## config.mk

```make
export PLATFORM = sky130hd
export DESIGN_NAME = frame_shiftregister
export DESIGN_NICKNAME = d
export VERILOG_FILES = /design/src/rtl/frame_shiftregister.sv
export SDC_FILE = /design/constraint.sdc
export NUM_CORES = 1
export LEC_CHECK = 0
export CAP_MARGIN = 20
export CORE_MARGIN = 1
export CORE_UTILIZATION = 50
export CTS_BUF_LIST = sky130_fd_sc_hd__clkbuf_2 sky130_fd_sc_hd__clkbuf_4 sky130_fd_sc_hd__clkbuf_8
export DETAILED_ROUTE_END_ITERATION = 7
export HOLD_SLACK_MARGIN = 0.15
export PLACE_DENSITY = 0.84
export SKIP_CTS_REPAIR_TIMING = 1
export SLEW_MARGIN = 20
export SYNTH_ARGS = -nofsm -noshare
export SYNTH_HDL_FRONTEND = slang
export SYNTH_SLANG_ARGS = --single-unit
```

## constraint.sdc

```tcl
create_clock -name clk -period 2.1 [get_ports clk]
set_clock_uncertainty 0.05 [all_clocks]
set_input_delay 0.42 -clock clk [delete_from_list [all_inputs] [get_ports clk]]
set_output_delay 0.42 -clock clk [all_outputs]
set_load 0.01 [all_outputs]
```

## src/rtl/frame_shiftregister.sv

```systemverilog
// Frame-aware parallel-load shift register for the SPI datapath: per-frame bit order
// and length, self-counted frame end with a one-cycle frameDone. Optional PARITY_EN adds parityOut.
module frame_shiftregister #(
    parameter int WIDTH = 8,
    parameter int CNT_W = 4
) (
    input  logic             clk,
    input  logic             resetN,
    input  logic             peripheralClkEdge,
    input  logic             parallelLoad,
    input  logic [WIDTH-1:0] parallelDataIn,
    input  logic             serialDataIn,
    input  logic             msbFirst,
    input  logic [CNT_W-1:0] frameLen,
    output logic [WIDTH-1:0] parallelDataOut,
    output logic             serialDataOut,
    output logic             busy,
    output logic             frameDone,
    output logic             parityOut
);

    localparam logic [CNT_W-1:0] FULL_LEN = CNT_W'(WIDTH);

    logic [WIDTH-1:0] r_shreg;
    logic [CNT_W-1:0] r_cnt;
    logic [CNT_W-1:0] r_len;
    logic             r_msb;
    logic             r_busy;
    logic             r_done;

    logic [CNT_W-1:0] w_eff_len;
    logic             w_shift;
    logic             w_last;

    // Zero or oversize lengths fall back to a full-width frame.
    assign w_eff_len = (frameLen == '0 || frameLen > FULL_LEN) ? FULL_LEN : frameLen;
    assign w_shift   = !parallelLoad && peripheralClkEdge && r_busy;
    assign w_last    = (r_cnt == r_len - CNT_W'(1));

    always_ff @(posedge clk or negedge resetN) begin
        if (!resetN) begin
            r_shreg <= '0;
            r_cnt   <= '0;
            r_len   <= '0;
            r_msb   <= 1'b1;
            r_busy  <= 1'b0;
            r_done  <= 1'b0;
        end else begin
            r_done <= 1'b0;
            if (parallelLoad) begin
                r_shreg <= parallelDataIn;
                r_cnt   <= '0;
                r_len   <= w_eff_len;
                r_msb   <= msbFirst;
                r_busy  <= 1'b1;
            end else if (w_shift) begin
                if (r_msb) r_shreg <= {r_shreg[WIDTH-2:0], serialDataIn};
                else       r_shreg <= {serialDataIn, r_shreg[WIDTH-1:1]};
                r_cnt <= r_cnt + CNT_W'(1);
                if (w_last) begin
                    r_busy <= 1'b0;
                    r_done <= 1'b1;
                end
            end
        end
    end

`ifdef PARITY_EN
    logic r_parity;

    always_ff @(posedge clk or negedge resetN) begin
        if (!resetN)           r_parity <= 1'b0;
        else if (parallelLoad) r_parity <= 1'b0;
        else if (w_shift)      r_parity <= r_parity ^ serialDataIn;
    end

    assign parityOut = r_parity;
`else
    assign parityOut = 1'b0;
`endif

    assign parallelDataOut = r_shreg;
    assign serialDataOut   = r_msb ? r_shreg[WIDTH-1] : r_shreg[0];
    assign busy            = r_busy;
    assign frameDone       = r_done;

endmodule

```

======== Word level (Yosys, flattened, before mapping) ========
Cells that the tools add are included.
cells by class
  $lt $le $gt $ge ......................... 1
  eq/ne operators ......................... 1
  $add $sub $neg .......................... 2
  reduce and logical (&&, ||, !) cells .... 8
  multiplexer cells ....................... 13
operator list
  cell                                                                 number
  8-bit 2-to-1 mux                                                     3
  4-bit 2-to-1 mux                                                     3
  1-bit 2-to-1 mux                                                     7
  4-bit by 1-bit adder with 4-bit output (second input constant)       1
  4-bit equality test                                                  1
  4-bit > comparator (second input constant)                           1
  4-bit logical NOT                                                    1
  2-bit nonzero test                                                   2
  4-bit by 1-bit subtractor with 4-bit output (second input constant)  1
  1-bit logical AND                                                    2
  2-bit AND reduction                                                  1
  1-bit logical NOT                                                    1
  1-bit logical OR                                                     1
word-level totals
  word-level logic and storage cells ...... 31
  output and inout bits ................... 12
  register bits after elaboration ......... 19

======== Depth between registers and ports, before layout ========
Gate-level depths: netlist (run 1).
  word-level depth ........................ 5
  depth in mapped cells ................... 5

======== Least setup slack after synthesis (run 1) ========
Ideal clock, no wire load.
  kind .................................... register -> output
  start ................................... register r_msb
  end ..................................... output serialDataOut
  stages on the path, launching flop included .. 3
  path buffers ............................ 1
  data arrival time ....................... 1,006 ps
  required time ........................... 1,630 ps
  slack ................................... 624 ps
  cells stage by stage .................... dfstp_2 -> buf_4 -> mux2_2
between the ends
  cells in the longest elaborated chain, start to end .. 1
ends and longest elaborated chain
  what                    line  text
  start, declared         27    logic r_msb;
  start signal, assigned  54    r_msb <= msbFirst;
  1-bit 2-to-1 mux        83    assign serialDataOut = r_msb ? r_shreg[WIDTH-1] : r_shreg[0];
  end, declared           16    output logic serialDataOut,
Every way passes these cells.

======== Worst setup path in the final report (run 1) ========
Ends and elaborated chain as after synthesis.

==> metrics.txt, run 1 <==
# TYPE chip_impl_metric gauge
chip_impl_metric{name="full_die_area",unit="mm2"} 0.00222
chip_impl_metric{name="comb_power_share",unit="%"} 27.7
chip_impl_metric{name="clk_latency",unit="ns"} 0.31
chip_impl_info{name="dominantRegCellSynth",value="dfrtp_1"} 1
chip_impl_metric{name="detailedRoute.firstIterationViolations",unit=""} 5
chip_impl_metric{name="cts_htree_levels",unit=""} 1
chip_impl_metric{name="worst_path_largest_cell_delay",unit="ns"} 0.55
chip_impl_metric{name="num-nets-final",unit=""} 151
chip_impl_metric{name="clk_pin_slew_worst_paths",unit="ns"} 0.12
chip_impl_metric{name="num_rows",unit=""} 15
chip_impl_info{name="synth_commonest_cells",value="dfrtp_1 (18), nand2_1 (12), mux2_2 (10), o21ai_0 (9), mux2i_1 (8)"} 1
chip_impl_metric{name="yosys.cell_types.count",unit=""} 24
chip_impl_metric{name="cell_internal_pwr",unit="W"} 0.000616
chip_impl_metric{name="worst-endpoint-required",unit="ns"} 1.63
chip_impl_metric{name="boundaryPins",unit=""} 30
chip_impl_metric{name="gpl.final_weighted_congestion",unit=""} 0.767
chip_impl_metric{name="hold_violations",unit=""} 0
chip_impl_metric{name="clkSinkCount",unit=""} 19
chip_impl_metric{name="synth_top_area_share",unit="%"} 44.2
chip_impl_info{name="ys_top_cells_by_area",value="dfrtp_1 (44%), mux2_2 (11%), mux2i_1 (7.9%)"} 1
chip_impl_metric{name="avgSynthCellArea",unit="um2"} 10.3
chip_impl_info{name="post-synth-top-count-cell",value="dfrtp_1"} 1
chip_impl_metric{name="n_antenna_cell",unit=""} 0
chip_impl_metric{name="placement.setup.worst_slack",unit="ns"} 0.316
chip_impl_metric{name="crit_fanout",unit=""} 2
chip_impl_metric{name="final_area",unit="mm2"} 0.00137
chip_impl_metric{name="transition_time_at_the_pin_with_the_least_slew_margin",unit="ns"} 0.527
chip_impl_metric{name="setup_ws",unit="ns"} 0.293
chip_impl_info{name="outcome",value="complete, no violations"} 1
chip_impl_metric{name="remaining_routing_drc_violations",unit=""} 0
chip_impl_info{name="cts_tree",value="built"} 1
chip_impl_metric{name="drt-total-wl",unit="um"} 1870
chip_impl_metric{name="count_of_flip_flops_with_a_built_in_enable_after_synthesis",unit=""} 0
chip_impl_metric{name="floorplan.die.width",unit="um"} 47.2
chip_impl_metric{name="first_global_vias",unit=""} 742
chip_impl_info{name="worstSetupPathType",value="reg -> out"} 1
chip_impl_metric{name="seq_power_share",unit="%"} 49.7
chip_impl_info{name="clockRootBuffer",value="clkbuf_4"} 1
chip_impl_metric{name="buffer_ports.inserted",unit=""} 28
chip_impl_metric{name="power.share.clock",unit="%"} 22.5
chip_impl_metric{name="power_density",unit="mW/mm2"} 636
chip_impl_info{name="min-delay-path-class",value="in -> async"} 1
chip_impl_metric{name="grt_max_degree",unit=""} 18
chip_impl_metric{name="synth_area",unit="mm2"} 0.00102
chip_impl_metric{name="layout_min_cycle_time",unit="ns"} 1.81
chip_impl_metric{name="routed_via_count_divided_by_cell_count",unit=""} 5.17
chip_impl_info{name="rsz0062_at_grt",value="no"} 1
chip_impl_metric{name="drtAntennaViolNets",unit=""} 0
chip_impl_metric{name="cellLeakagePower",unit="nW"} 0.604
chip_impl_metric{name="area_grow_syn2layout",unit="%"} 34.0
chip_impl_metric{name="synth.yosys.seq_area_share",unit="%"} 46.7
chip_impl_metric{name="synth.net_count",unit=""} 119
chip_impl_metric{name="synthCells",unit=""} 99
chip_impl_metric{name="finalCritPeriodShare",unit="%"} 86.0
chip_impl_metric{name="postSynth.asyncResetShare",unit="%"} 100
chip_impl_metric{name="numCtsBuffers",unit=""} 3
chip_impl_metric{name="dpl-instance-area",unit="mm2"} 0.00133
chip_impl_info{name="post_synthesis_cell_type_with_the_largest_combined_area",value="dfrtp_1"} 1
chip_impl_metric{name="hpwl",unit="um"} 1480
chip_impl_metric{name="antenna_found_initial",unit=""} 0
chip_impl_metric{name="via_count",unit=""} 801
chip_impl_metric{name="final_max_slew_viol_count",unit=""} 0
chip_impl_metric{name="core-area",unit="mm2"} 0.00182
chip_impl_metric{name="post_route_cells_drive_above_1_share",unit="%"} 16.9
chip_impl_metric{name="grt_first_pass_wirelength",unit="um"} 3190
chip_impl_metric{name="power.net_switching",unit="W"} 0.000253
chip_impl_metric{name="global_route.usage.met3",unit="%"} 2.31
chip_impl_info{name="crit_path_top_delay_cell",value="dfstp_2"} 1
chip_impl_metric{name="post-place-cells",unit=""} 151
chip_impl_metric{name="sw_frac_of_total",unit="%"} 29.1
chip_impl_metric{name="synth.ff_latch_count",unit=""} 19
chip_impl_info{name="cp-end-kind",value="output port"} 1
chip_impl_metric{name="instances_no_fill",unit=""} 155
chip_impl_metric{name="drv.max_cap_violation_count",unit=""} 0
chip_impl_info{name="grt_busiest_layer",value="met2"} 1
chip_impl_metric{name="drt-pass1-iter-count",unit=""} 3
chip_impl_metric{name="report.final.setup_viol",unit=""} 0
chip_impl_metric{name="clock_path_buffers",unit=""} 2
chip_impl_metric{name="floorplan.initialDensity",unit="%"} 56.0
chip_impl_metric{name="route.detailed.wl_per_inst",unit="um"} 12.1
chip_impl_metric{name="met2_usage",unit="%"} 33.3
chip_impl_metric{name="maxSlewHeadroom",unit="%"} 64.8
chip_impl_info{name="crit_path_cell_trace",value="mux2_2, dlymetal6s2s_1"} 1
chip_impl_metric{name="groute.usage.overall",unit="%"} 20.7
chip_impl_metric{name="grt.met1_usage",unit="%"} 27.7
chip_impl_metric{name="yosys_warnings",unit=""} 0
chip_impl_metric{name="timing.critical_path.arrival",unit="ns"} 1.34
chip_impl_metric{name="grt_remaining_overflow",unit=""} 0
chip_impl_metric{name="ir_worst_vdd",unit="mV"} 0.519
chip_impl_metric{name="fp.dieH",unit="um"} 47.2
chip_impl_metric{name="max_freq",unit="MHz"} 554
chip_impl_info{name="cp-start-kind",value="flip-flop"} 1
chip_impl_metric{name="fin_tns_setup",unit="ns"} 0
-- state kept, by name (all words and copies together), names as in the netlist --
name	count
r_msb	1
frameDone	1
r_cnt	4
busy	1
r_len	4
parallelDataOut	8
-- cell usage in the layout, fill, tap and decap left out, types with 4 or more instances in the layout --
cell type,count
xor2_1,4
xnor2_1,4
nand2_1,12
clkdlybuf4s50_1,27
dfrtp_1,18
o21ai_0,9
buf_4,5
mux2i_1,8
mux2_2,10
nor2_1,5
-- critical path: cells and delay by family (launching register included) --
family	cells	cell delay [ns]
flip-flops	1	0.55
buffers and inverters	1	0.17
multiplexers	1	0.32
-- cell type report --
cell class	instances	area, um2
timing repair buffer	33	320
sequential	19	477
tap	25	31.3
clock inverter	1	7.51
clock buffer	3	22.5
fill	139	454
inverter	3	11.3
multi-input combinational	71	497
-- path summary, 6_finish.rpt --
kind                       cells past startpoint  startpoint  slack, ns                  to
setup / recovery                               2       r_msb       0.29       serialDataOut
hold / removal                                 1      resetN       0.39            r_cnt[3]
setup reg to reg                               4       r_msb       0.67  parallelDataOut[2]
hold reg to reg                                2    r_len[3]       0.51            r_len[3]
max in group asynchronous                      2      resetN       1.09  parallelDataOut[7]
min in group clk                               2    r_len[3]       0.51            r_len[3]
-- metrics by stage --
step                      hold slack [ns]  total power (W)  util, %
final                               0.390         0.000869     75.1
after detailed placement            0.486         0.000684     73.3
after CTS                           0.407         0.000881     74.9
after global placement              0.485         0.000678     73.3
after global routing                0.412         0.000926     75.1
after floorplan                    0.0744         0.000570        -
-- layer usage --
metal,vias to the layer above,share of wire [%]
met5,-,0
met4,0,2.0
met3,4,2.7
met2,15,49
met1,381,46
li1,401,-
-- power by group through the flow --
stage | logic (W) | registers, W | clock network (W)
2_1_floorplan | 0.000130 | 0.000441 | 0
3_3_place_gp | 0.000239 | 0.000438 | 0
3_5_place_dp | 0.000245 | 0.000440 | 0
4_1_cts | 0.000245 | 0.000432 | 0.000203
5_1_grt | 0.000267 | 0.000438 | 0.000222
6_report | 0.000241 | 0.000432 | 0.000196
-- logic make-up (layout without fill, tap and decap cells) --
kind of cell	after synthesis	count (layout)	synth area share (%)
simple gates	26	26	11.8
flops	19	19	46.7
mux	18	18	18.9
compound gates	16	16	8.34
buf+inv	9	40	4.54
xor+xnor	8	8	6.87
fa+ha+maj	2	2	2.45
other cells	1	1	0.368
No activity file was read; power rests on OpenSTA's default activity.
==> inputs of run 2 (changes only) <==
--- a/config.mk
+++ b/config.mk
@@ -5,7 +5,7 @@
 export SDC_FILE = /design/constraint.sdc
 export NUM_CORES = 1
 export LEC_CHECK = 0
-export CAP_MARGIN = 20
+export CAP_MARGIN = 15
 export CORE_MARGIN = 1
 export CORE_UTILIZATION = 50
 export CTS_BUF_LIST = sky130_fd_sc_hd__clkbuf_2 sky130_fd_sc_hd__clkbuf_4 sky130_fd_sc_hd__clkbuf_8
==> results of run 2 <==
Final layout, timing and power as in run 1 (identical DEF).
